`src/rtl/db9_pad_scanner.sv`:
```
// db9_pad_scanner
//   Scans up to two DB9 game pads through one shared set of pins. Each frame
//   holds the select line high for an idle period (long enough for 6-button
//   pads to reset their internal select counter), then clocks eight select
//   phases for player 1 and eight for player 2. Pad pins are sampled on the
//   last clock of each phase; the decoded 16-bit word and the detection flags
//   for a player are published atomically once that player's phase 7 ends.
//
// Parameters
//   STEP_CYCLES : clocks per select phase
//   IDLE_STEPS  : phases held idle between scan frames
//
// Ports
//   clk       : in  system clock
//   reset     : in  asynchronous, active-high reset
//   joy_in    : in  [5:0] pad pins, active-low {TR, TL, Up, Down, Left, Right}
//   joy_mdsel : out pad select line (registered)
//   joy_split : out port mux select, 0 = player 1, 1 = player 2 (registered)
//   joystick1 : out [15:0] player 1 buttons, active-high
//   joystick2 : out [15:0] player 2 buttons, active-high
//   present   : out [1:0] Mega Drive pad detected, per player
//   six_btn   : out [1:0] 6-button pad detected, per player
//
// Button word: [0] R [1] L [2] D [3] U [4] B [5] C [6] A [7] Start
//              [8] Mode [9] X [10] Y [11] Z, [15:12] always zero.

module db9_pad_scanner #(
  parameter int STEP_CYCLES = 240,
  parameter int IDLE_STEPS  = 160
) (
  input  logic        clk,
  input  logic        reset,
  input  logic [5:0]  joy_in,
  output logic        joy_mdsel,
  output logic        joy_split,
  output logic [15:0] joystick1,
  output logic [15:0] joystick2,
  output logic [1:0]  present,
  output logic [1:0]  six_btn
);

  localparam int CW = (STEP_CYCLES > 1) ? $clog2(STEP_CYCLES) : 1;
  localparam int IW = (IDLE_STEPS > 0) ? $clog2(IDLE_STEPS + 1) : 1;

  typedef enum logic [1:0] {
    IDLE = 2'd0,
    P1   = 2'd1,
    P2   = 2'd2
  } state_t;

  state_t          state, state_nxt;
  logic [CW-1:0]   cyc, cyc_nxt;
  logic [2:0]      phase, phase_nxt;
  logic [IW-1:0]   idle_cnt, idle_nxt;
  logic            mdsel_nxt, split_nxt;
  logic            phase_end;

  // Per-phase samples, stored active-high. Every one of them is rewritten
  // before the phase 7 publish of each player, so they need no reset.
  logic [5:0]      samp_p0;
  logic [5:0]      samp_p1;
  logic            six_p5;
  logic [3:0]      samp_p6;
  logic [17:0]     frame_word;

  // Decode the captured phases into {six, present, word}. A pad that never
  // pulled Left+Right low in phase 1 is a plain DB9 stick: only the phase 0
  // directions and the two fire buttons are meaningful.
  function automatic logic [17:0] pack_frame(
    input logic [5:0] s0,
    input logic [5:0] s1,
    input logic       s5,
    input logic [3:0] s6
  );
    logic        pres;
    logic        six;
    logic [15:0] word;
    pres = s1[0] & s1[1];
    six  = pres & s5;
    word = 16'h0000;
    word[5:0] = s0;                    // C, B, U, D, L, R
    if (pres) begin
      word[6] = s1[4];                 // A on TL
      word[7] = s1[5];                 // Start on TR
    end
    if (six) begin
      word[11:8] = s6;                 // Z=U, Y=D, X=L, Mode=R
    end
    return {six, pres, word};
  endfunction

  assign phase_end  = (cyc == CW'(STEP_CYCLES - 1));
  assign frame_word = pack_frame(samp_p0, samp_p1, six_p5, samp_p6);

  // Sequencer: phase timing, state transitions and next select-line values.
  always_comb begin
    state_nxt = state;
    cyc_nxt   = cyc;
    phase_nxt = phase;
    idle_nxt  = idle_cnt;
    if (!phase_end) begin
      cyc_nxt = cyc + 1'b1;
    end else begin
      cyc_nxt = '0;
      case (state)
        IDLE: begin
          if (idle_cnt == IW'(IDLE_STEPS - 1)) begin
            state_nxt = P1;
            idle_nxt  = '0;
            phase_nxt = 3'd0;
          end else begin
            idle_nxt = idle_cnt + 1'b1;
          end
        end
        P1: begin
          if (phase == 3'd7) begin
            state_nxt = P2;
            phase_nxt = 3'd0;
          end else begin
            phase_nxt = phase + 3'd1;
          end
        end
        P2: begin
          if (phase == 3'd7) begin
            state_nxt = IDLE;
            phase_nxt = 3'd0;
          end else begin
            phase_nxt = phase + 3'd1;
          end
        end
        default: begin
          state_nxt = IDLE;
          phase_nxt = 3'd0;
          idle_nxt  = '0;
        end
      endcase
    end

    // Select is high through idle and on even phases of a player slot.
    mdsel_nxt = (state_nxt == IDLE) || !phase_nxt[0];

    // The port mux only moves when a player slot begins.
    split_nxt = joy_split;
    if (state_nxt == P1 && state != P1) split_nxt = 1'b0;
    if (state_nxt == P2 && state != P2) split_nxt = 1'b1;
  end

  always_ff @(posedge clk or posedge reset) begin
    if (reset) begin
      state     <= IDLE;
      cyc       <= '0;
      phase     <= 3'd0;
      idle_cnt  <= '0;
      joy_mdsel <= 1'b1;
      joy_split <= 1'b0;
    end else begin
      state     <= state_nxt;
      cyc       <= cyc_nxt;
      phase     <= phase_nxt;
      idle_cnt  <= idle_nxt;
      joy_mdsel <= mdsel_nxt;
      joy_split <= split_nxt;
    end
  end

  // Phase sampling: pins are read on the last clock of the phase only, the
  // earlier clocks give the pad time to respond to the select change.
  always_ff @(posedge clk) begin
    if (state != IDLE && phase_end) begin
      case (phase)
        3'd0:    samp_p0 <= ~joy_in;
        3'd1:    samp_p1 <= ~joy_in;
        3'd5:    six_p5  <= &(~joy_in[3:0]);
        3'd6:    samp_p6 <= ~joy_in[3:0];
        default: ;
      endcase
    end
  end

  // Publish stage: one player's word and flags move together at the end of
  // its phase 7, so readers never see a partially scanned frame.
  always_ff @(posedge clk or posedge reset) begin
    if (reset) begin
      joystick1 <= 16'h0000;
      joystick2 <= 16'h0000;
      present   <= 2'b00;
      six_btn   <= 2'b00;
    end else if (phase_end && phase == 3'd7) begin
      if (state == P1) begin
        joystick1  <= frame_word[15:0];
        present[0] <= frame_word[16];
        six_btn[0] <= frame_word[17];
      end else if (state == P2) begin
        joystick2  <= frame_word[15:0];
        present[1] <= frame_word[16];
        six_btn[1] <= frame_word[17];
      end
    end
  end

endmodule

```
`config.mk`:
```
export PLATFORM = sky130hd
export DESIGN_NAME = db9_pad_scanner
export DESIGN_NICKNAME = d
export VERILOG_FILES = /design/src/rtl/db9_pad_scanner.sv
export SDC_FILE = /design/constraint.sdc
export NUM_CORES = 1
export LEC_CHECK = 0
export ABC_AREA = 1
export ABC_CLOCK_PERIOD_IN_PS = 1830
export BUFFER_PORTS_ARGS = -buffer_cell sky130_fd_sc_hd__buf_2
export CORE_ASPECT_RATIO = 1.75
export CORE_MARGIN = 5
export CORE_UTILIZATION = 45
export CTS_BUF_LIST = sky130_fd_sc_hd__clkbuf_16
export CTS_CLUSTER_SIZE = 30
export DETAILED_ROUTE_END_ITERATION = 8
export PLACE_DENSITY = 0.75
export SETUP_SLACK_MARGIN = 0.3
export SYNTH_ARGS = -nofsm -noshare
export SYNTH_HDL_FRONTEND = slang
export SYNTH_SLANG_ARGS = --single-unit
```
`constraint.sdc`:
```
create_clock -name clk -period 1.83 [get_ports clk]
set_input_delay 0.0915 -clock clk [delete_from_list [all_inputs] [get_ports clk]]
set_output_delay 0.0915 -clock clk [all_outputs]
set_load 0.03 [all_outputs]
```
==> impl_metrics.tcl, run 1 <==
set metrics [dict create \
    area_growth_pct 35.1 \
    finClkSkew_ns 0.00569 \
    start_util_pct 46.3 \
    p_leak_uw 0.00201 \
    fin_crit_sh_pct 89.6 \
    routedWlPerCell_um 16.6 \
    final_area_mm2 0.00413 \
    maxSlewViolCount 0 \
    coreArea_mm2 0.00659 \
    drc_errors 0 \
    crit_chain "ha_4 > nand3_2 > nor2_4 > nand3_1 > nor2_4" \
    port-buffer-count 37 \
    insertedDiodeCount 0 \
    tns_ns 0 \
    end_kind "flip-flop" \
    routabilityCongestion 0.838 \
    ys.warnings.count 0 \
    drtAntennaViolNets 0 \
    dp_hpwl_mm 4.44 \
    cts_buffers 9 \
    rsz0062_at_grt "true" \
    critical-path-top-delay-family "simple AND/OR/NAND/NOR gates" \
    cp_slowest_cell "dfrtp_1" \
    antenna_found_initial 0 \
    ir_worst_vdd_mv 0.779 \
    mostFrequentLayoutCell "dfrtp_1" \
    critPathLaunchType "flip-flop" \
    crit_path_frequent_cell "nor2_4" \
    cts_tree "built" \
    grt_pass1_wl_mm 11.1 \
    grt_usage_pct 16.9 \
    crit_type "reg -> reg" \
    cts_sinks 66 \
    crit_path_max_fanout 5 \
    clock_path_buffers 2 \
    postSynthCellCount 305 \
    vias 2401 \
    clkLatencyLatePin_ns 0.34 \
    gr-total-overflow 0 \
    syn-cell-area_mm2 0.00305 \
    root_buffer "clkbuf_16" \
    num_io_pins 46 \
    final_cell_mix "49 x dfrtp_1, 47 x nand2_1, 38 x inv_1" \
    drt_first_iter_violations 151 \
    dieArea_mm2 0.00860 \
    routed_wl_mm 7.79 \
    synth-main-ff-cell "dfrtp_1" \
    max_freq_mhz 610 \
    via_per_inst 5.12 \
    cpPeakStageDelay_ns 0.39 \
    critPathArrivalTime_ns 1.68 \
    h-tree-depth 3 \
    fp.dieW_um 72.3 \
    outcome "finished clean" \
    ys_ff_latch 66 \
    min_period_ns 1.64 \
    hold_violations 0 \
    fin_nets 401 \
    synth_cell_types 35 \
    placed_cell_area_mm2 0.00336 \
    clk_pin_slew_ns 0.06 \
    cap_violations 0 \
    grt_pass1_vias 2386 \
    tightest_slew_ns 0.555 \
    relSlewSlack_pct 63.0 \
    row_count 39 \
    synth-edff-count 15 \
    worstPathRequired_ns 1.87 \
    yosysSeqAreaShare_pct 56.6 \
    avgSynthCellArea_um2 10.0 \
    worst_hold_path_type "in -> reg" \
    fillers 472 \
    die_y_um 119 \
    synthArstFlopShare_pct 77.3 \
    power.density_mw_per_mm2 856 \
    finalWorstSetupSlack_ns 0.190 \
    finalSetupViolations 0 \
    drive_gt1_share_pct 39.8 \
    path_buf_inv 0 \
    detailedRoute.firstPassIterationCount 5 \
    post-place-ws_ns 0.133 \
    grt_max_degree 29 \
]
==> routing by layer <==
metal | global-route usage [%] | wire length (um) | vias to the layer above
li1 | - | - | 1131
met1 | 16.3 | 2490 | 1181
met2 | 31.8 | 4590 | 65
met3 | 4.72 | 351 | 24
met4 | 7.53 | 369 | 0
met5 | 0 | 0 | -
==> cells by family after synthesis <==
family	count (synthesis)	synth area share, %
compound gates	50	10.2
other cells	1	0.123
xor+xnor	5	1.43
flops	66	56.6
simple gates	116	18.5
buf+inv	56	8.65
fa+ha+maj	11	4.51
==> state kept, by name, summed over array words and instances, names as in the netlist <==
signal	count
present	2
joystick1	12
joy_split	1
six_btn	2
samp_p6	4
phase	3
joy_mdsel	1
samp_p1	4
six_p5	1
joystick2	12
cyc	8
idle_cnt	8
samp_p0	6
state	2
==> worst paths after layout <==
kind / start / end / slack [ns] / cells past startpoint
min in group asynchronous: reset / phase[2] / 0.36 / 3
setup / recovery: cyc[1] / samp_p6[1] / 0.19 / 5
max in group asynchronous: reset / joystick2[3] / 0.93 / 4
setup reg to reg: cyc[1] / samp_p6[1] / 0.19 / 5
hold reg to reg: joystick1[0] / joystick1[0] / 0.48 / 2
hold / removal: joy_in[4] / samp_p0[4] / 0.04 / 2
==> power breakdown <==
part	internal (uW)	total, uW	switching [uW]
clock	1320	1960	642
combinational	12.4	67.5	55.1
sequential	1510	1510	0
==> per-stage QoR <==
step           hold WS, ns  total power, uW  utilization [%]  cells
2_1_floorplan        0.239             1590                -    312
3_3_place_gp         0.170             1600             51.0    424
3_5_place_dp         0.169             1600             51.0    424
4_1_cts             0.0340             3510             58.8    455
5_1_grt             0.0480             3620             62.6    469
6_report            0.0358             3530             62.6    469
==> synthesized netlist by cell type, types with 3 or more instances <==
library cell / count / share of area, %
nand2_1: 64 / 7.9
dfrtp_1: 50 / 41
inv_1: 42 / 5.2
nor2_1: 17 / 2.1
o21ai_0: 16 / 2.6
edfxtp_1: 15 / 15
o21ai_2: 15 / 4.3
ha_1: 11 / 4.5
nand3_1: 9 / 1.5
o21ai_1: 9 / 1.5
a21oi_1: 8 / 1.3
buf_4: 8 / 2.0
nand4_1: 4 / 0.82
xor2_1: 4 / 1.1
buf_6: 3 / 1.1
nand2_2: 3 / 0.61
nor3_1: 3 / 0.49
nor3b_1: 3 / 0.74
==> layout make-up <==
class	count	area (um2)	share of cell area, %
Clock buffer	9	225	5.46
Tap cell	82	103	2.49
Clock inverter	7	110	2.67
Inverter	44	168	4.06
Timing Repair Buffer	70	507	12.3
Multi-Input combinational cell	191	1280	31.1
Sequential cell	66	1730	41.9
==> timing repair <==
item,4_1_cts,5_1_grt
endpoints found under the hold margin,22,0
cloned,0,3
endpoints found under the setup margin,51,53
buffers inserted,14,11
hold buffers,1,0
pin swaps,7,8
gates resized for setup,15,43
Power figures use the tool's default switching activity.
==> inputs of run 2 (changes only) <==
--- a/config.mk
+++ b/config.mk
@@ -10,11 +10,12 @@
 export BUFFER_PORTS_ARGS = -buffer_cell sky130_fd_sc_hd__buf_2
 export CORE_ASPECT_RATIO = 1.75
 export CORE_MARGIN = 5
-export CORE_UTILIZATION = 45
+export CORE_UTILIZATION = 51
 export CTS_BUF_LIST = sky130_fd_sc_hd__clkbuf_16
 export CTS_CLUSTER_SIZE = 30
 export DETAILED_ROUTE_END_ITERATION = 8
-export PLACE_DENSITY = 0.75
+export GPL_ROUTABILITY_DRIVEN = 0
+export PLACE_DENSITY = 0.83
 export SETUP_SLACK_MARGIN = 0.3
 export SYNTH_ARGS = -nofsm -noshare
 export SYNTH_HDL_FRONTEND = slang
==> impl_metrics.tcl, run 2 (same netlist as run 1, synthesis figures left out) <==
set metrics [dict create \
    dieArea_mm2 0.00769 \
    r2r_end "samp_p6[1]" \
    fillers 433 \
    p_comb_share_pct 2.0 \
    grt_pass1_wl_mm 10.5 \
    min_period_ns 1.62 \
    max_freq_mhz 618 \
    drtAntennaViolNets 0 \
    maxSlewViolCount 0 \
    final_cell_mix "62 x nand2_1, 47 x dfrtp_1, 41 x inv_1" \
    start_util_pct 51.9 \
    via_per_inst 5.19 \
    worstHoldEndpoint "samp_p1[5]" \
    crit_type "reg -> reg" \
    wl_met2_mm 4.02 \
    p_seq_share_pct 45.4 \
    top_regs "joystick1: 12 flops, joystick2: 12 flops" \
    fin_nets 390 \
    worst_hold_path_type "in -> reg" \
    met1_length_mm 2.23 \
    clkLatencyLatePin_ns 0.33 \
    finClkSkew_ns 0.0105 \
    rsz0062_at_grt "true" \
    p_sw_share_pct 19.0 \
    port-buffer-count 37 \
    drt_first_iter_violations 133 \
    antenna_found_initial 0 \
    post-place-ws_ns 0.138 \
    tightest_slew_ns 0.531 \
    detailedRoute.firstPassIterationCount 6 \
    p_clk_share_pct 52.6 \
    worst_r2r_path_depth 5 \
    grt_usage_pct 18.6 \
    top_layer_used "met4" \
    finalPower_uw 3320 \
    cap_violations 0 \
    wl_met3_um 323 \
    h-tree-depth 3 \
    p_int_uw 2690 \
    grt_max_degree 29 \
    coreArea_mm2 0.00588 \
    cts_sinks 66 \
    worstPathRequired_ns 1.86 \
    mostFrequentLayoutCell "nand2_1" \
    p_leak_uw 0.00192 \
    die_y_um 112 \
    cp_slowest_cell "dfrtp_1" \
    tns_ns 0 \
    row_count 37 \
    hold_violations 0 \
    routed_wl_mm 6.85 \
    cts_tree "built" \
    num_io_pins 46 \
    root_buffer "clkbuf_16" \
    crit_path_frequent_cell "nor2_4" \
    finalWorstSetupSlack_ns 0.213 \
    crit_chain "ha_4 > nand3_2 > nor2_4 > nand3_1 > nor2_4" \
    drive_gt1_share_pct 34.0 \
    finalSetupViolations 0 \
    holdPathStages 2 \
    crit_path_max_fanout 5 \
    r2r-start "cyc[0]" \
    hp-start "joy_in[5]" \
    relSlewSlack_pct 64.6 \
    ir_worst_vdd_mv 0.574 \
    postLayoutCoreUtil_pct 66.6 \
    power.switching_uw 632 \
    insertedDiodeCount 0 \
    power.density_mw_per_mm2 847 \
    outcome "finished clean" \
    r2r_slack_ns 0.21 \
    end_kind "flip-flop" \
    drc_errors 0 \
    vias 2354 \
    grt_pass1_vias 2358 \
    critPathLaunchType "flip-flop" \
    routedWlPerCell_um 15.1 \
    area_growth_pct 28.3 \
    clk_pin_slew_ns 0.05 \
    cpPeakStageDelay_ns 0.39 \
    cts_buffers 9 \
    fin_crit_sh_pct 88.4 \
    fp.dieW_um 68.5 \
    dp_hpwl_mm 4.40 \
    clock_path_buffers 2 \
    gr-total-overflow 0 \
    critPathArrivalTime_ns 1.65 \
]
## run 2: how the worst max path moves through the flow
stage              from           end  depth (start not counted)
2_1_floorplan    cyc[0]    samp_p0[0]                          5
6_report         cyc[0]    samp_p6[1]                          5
4_1_cts          cyc[0]  joystick2[6]                          8
5_1_grt        phase[0]     joy_split                          7
3_3_place_gp     cyc[0]    samp_p0[4]                          5
3_5_place_dp     cyc[0]    samp_p0[5]                          5
## run 2: worst max-delay path, delay by kind of cell, from the launching register on
family / cells / cell delay (ns)
simple gates: 4 / 0.75
flops: 1 / 0.39
fa+ha+maj: 1 / 0.18
## run 2: area by class of cell
class                      count  area (um2)  area share, %
clock inverter                 7        80.1           2.04
clock buffer                   9         225           5.75
timing repair buffer          60         393           10.0
inverter                      44         170           4.34
multi-input combinational    190        1220           31.1
tap                           78        97.6           2.49
sequential                    66        1730           44.2
## run 2: through the flow
step / std cells / hold slack [ns] / cell area, um2
final: 454 / 0.0309 / 3920
after global routing: 454 / 0.0256 / 3920
after CTS: 448 / 0.0254 / 3820
after detailed placement: 419 / 0.165 / 3350
after global placement: 419 / 0.160 / 3350
after floorplan: 312 / 0.239 / 3110
## run 2: repair_timing
item                       4_1_cts  5_1_grt
gates cloned                     0        0
pin swaps                        5        6
hold buffers                     1        0
gates resized for setup         19       19
setup endpoints to repair       51       55
hold endpoints to repair        22        0
setup buffers                   12        6
## run 2: per-layer routing
layer / vias up / track usage, %
met5: - / 0
met4: 0 / 10.9
met3: 24 / 5.41
met2: 80 / 33.9
met1: 1150 / 16.9
li1: 1100 / -
## run 2: power by group through the flow
stage               clock network, uW  logic [uW]  registers (uW)
floorplan                           0        54.8            1530
global placement                    0        63.4            1530
detailed placement                  0        64.2            1530
CTS                              1770        66.2            1510
global route                     1830        74.2            1510
finish                           1750        66.4            1510
==> inputs of run 3 (changes only) <==
--- a/config.mk
+++ b/config.mk
@@ -16,6 +16,7 @@
 export DETAILED_ROUTE_END_ITERATION = 8
 export GPL_ROUTABILITY_DRIVEN = 0
 export PLACE_DENSITY = 0.83
+export RECOVER_POWER = 25
 export SETUP_SLACK_MARGIN = 0.3
 export SYNTH_ARGS = -nofsm -noshare
 export SYNTH_HDL_FRONTEND = slang
==> impl_metrics.tcl, run 3 (same netlist as run 1, synthesis figures left out) <==
set metrics [dict create \
    ir_worst_vdd_mv 0.574 \
    setup.worst_path.start "cyc[0]" \
    grt_pass1_wl_mm 10.5 \
    cap_violations 0 \
    gr-total-overflow 0 \
    top_regs "joystick1: 12 flops, joystick2: 12 flops" \
    post-place-ws_ns 0.138 \
    via_per_inst 5.13 \
    vias 2331 \
    insertedDiodeCount 0 \
    crit_type "reg -> reg" \
    rsz0062_at_grt "true" \
    critPathArrivalTime_ns 1.68 \
    cts_buffers 9 \
    dp_hpwl_mm 4.40 \
    finalWorstSetupSlack_ns 0.182 \
    hold_violations 0 \
    drtAntennaViolNets 0 \
    fin_crit_sh_pct 90.1 \
    p_int_uw 2690 \
    outcome "finished clean" \
    dieArea_mm2 0.00769 \
    mostFrequentLayoutCell "nand2_1" \
    root_buffer "clkbuf_16" \
    grt_max_degree 29 \
    detailedRoute.firstPassIterationCount 7 \
    antenna_found_initial 0 \
    r2r_slack_ns 0.18 \
    r2r_end "samp_p6[1]" \
    end_kind "flip-flop" \
    start_util_pct 51.9 \
    worst_hold_path_type "in -> reg" \
    area_growth_pct 27.8 \
    p_clk_share_pct 52.7 \
    row_count 37 \
    clkLatencyLatePin_ns 0.33 \
    holdPathStages 2 \
    fp.dieW_um 68.5 \
    max_freq_mhz 607 \
    p_comb_share_pct 2.0 \
    crit_path_max_fanout 5 \
    worstPathRequired_ns 1.86 \
    cts_sinks 66 \
    clock_path_buffers 2 \
    p_seq_share_pct 45.4 \
    final_cell_mix "62 x nand2_1, 47 x dfrtp_1, 42 x inv_1" \
    power.switching_uw 636 \
    p_leak_uw 0.00191 \
    grt_pass1_vias 2358 \
    relSlewSlack_pct 35.9 \
    h-tree-depth 3 \
    die_y_um 112 \
    power.density_mw_per_mm2 851 \
    worstHoldEndpoint "samp_p1[5]" \
    min_period_ns 1.65 \
    port-buffer-count 37 \
    num_io_pins 46 \
    critPathLaunchType "flip-flop" \
    tns_ns 0 \
    maxSlewViolCount 0 \
    routedWlPerCell_um 15.0 \
    finClkSkew_ns 0.0110 \
    clk_pin_slew_ns 0.05 \
    routed_wl_mm 6.83 \
    p_sw_share_pct 19.1 \
    tightest_slew_ns 0.961 \
    drt_first_iter_violations 144 \
    fin_nets 390 \
    finalSetupViolations 0 \
    drive_gt1_share_pct 32.4 \
    worst_r2r_path_depth 5 \
    cts_tree "built" \
    grt_usage_pct 18.6 \
    hp-start "joy_in[5]" \
    coreArea_mm2 0.00588 \
    drc_errors 0 \
    r2r-start "cyc[0]" \
]
-- run 3: cell types whose count changed in the layout (fill, tap and decap cells not counted) --
| cell | before | now |
|---|---|---|
| inv_2 | 5 | 4 |
| ha_4 | 1 | 0 |
| ha_2 | 3 | 4 |
| buf_2 | 37 | 32 |
| inv_1 | 41 | 42 |
| clkbuf_1 | 0 | 5 |
-- run 3: metal layers --
metal	global-route usage [%]	wire, um
met3	5.41	315
met1	16.9	2210
met2	33.9	4050
met4	10.9	253
met5	0	0
-- run 3: per-stage QoR --
step | power, uW | hold slack (ns) | cell area (um2) | cells | utilization (%)
after floorplan | 1590 | 0.239 | 3110 | 312 | -
after global placement | 1600 | 0.160 | 3350 | 419 | 56.9
after detailed placement | 1600 | 0.165 | 3350 | 419 | 56.9
after CTS | 3340 | 0.0254 | 3820 | 448 | 65.0
after global routing | 3410 | 0.0256 | 3900 | 454 | 66.4
final | 3320 | 0.0288 | 3900 | 454 | 66.4
-- run 3: how the worst max path moves through the flow --
stage | depth (start not counted) | to | slack, ns
final | 5 | samp_p6[1] | 0.18
after global routing | 10 | joy_split | 0.11
after CTS | 8 | joystick2[6] | 0.26
after detailed placement | 5 | samp_p0[5] | 0.14
after global placement | 5 | samp_p0[4] | 0.18
after floorplan | 5 | samp_p0[0] | 0.30
-- run 3: layout make-up --
class / count / area (um2)
fill: 439 / 1980
clock inverter: 7 / 80.1
timing repair buffer: 60 / 387
tap: 78 / 97.6
clock buffer: 9 / 225
inverter: 44 / 170
sequential: 66 / 1730
multi-input combinational: 190 / 1210
-- run 3: repair_timing --
item,in CTS,in global routing
hold buffers,1,0
pin swaps,5,6
buffers inserted,12,6
gates resized for setup,19,19
endpoints found under the setup margin,51,55
hold endpoints to repair,22,0
-- run 3: power by group through the flow --
stage               Combinational, uW  Sequential (uW)  Clock, uW
floorplan                        54.8             1530          0
global placement                 63.4             1530          0
detailed placement               64.2             1530          0
CTS                              66.2             1510       1770
global route                     72.7             1510       1830
finish                           64.8             1510       1750
-- run 3: critical path, cell delays in order, from the launching register on --
cell and delay [ns]:
dfrtp_1 0.35, ha_2 0.23, nand3_2 0.12, nor2_4 0.26, nand3_1 0.21, nor2_4 0.19
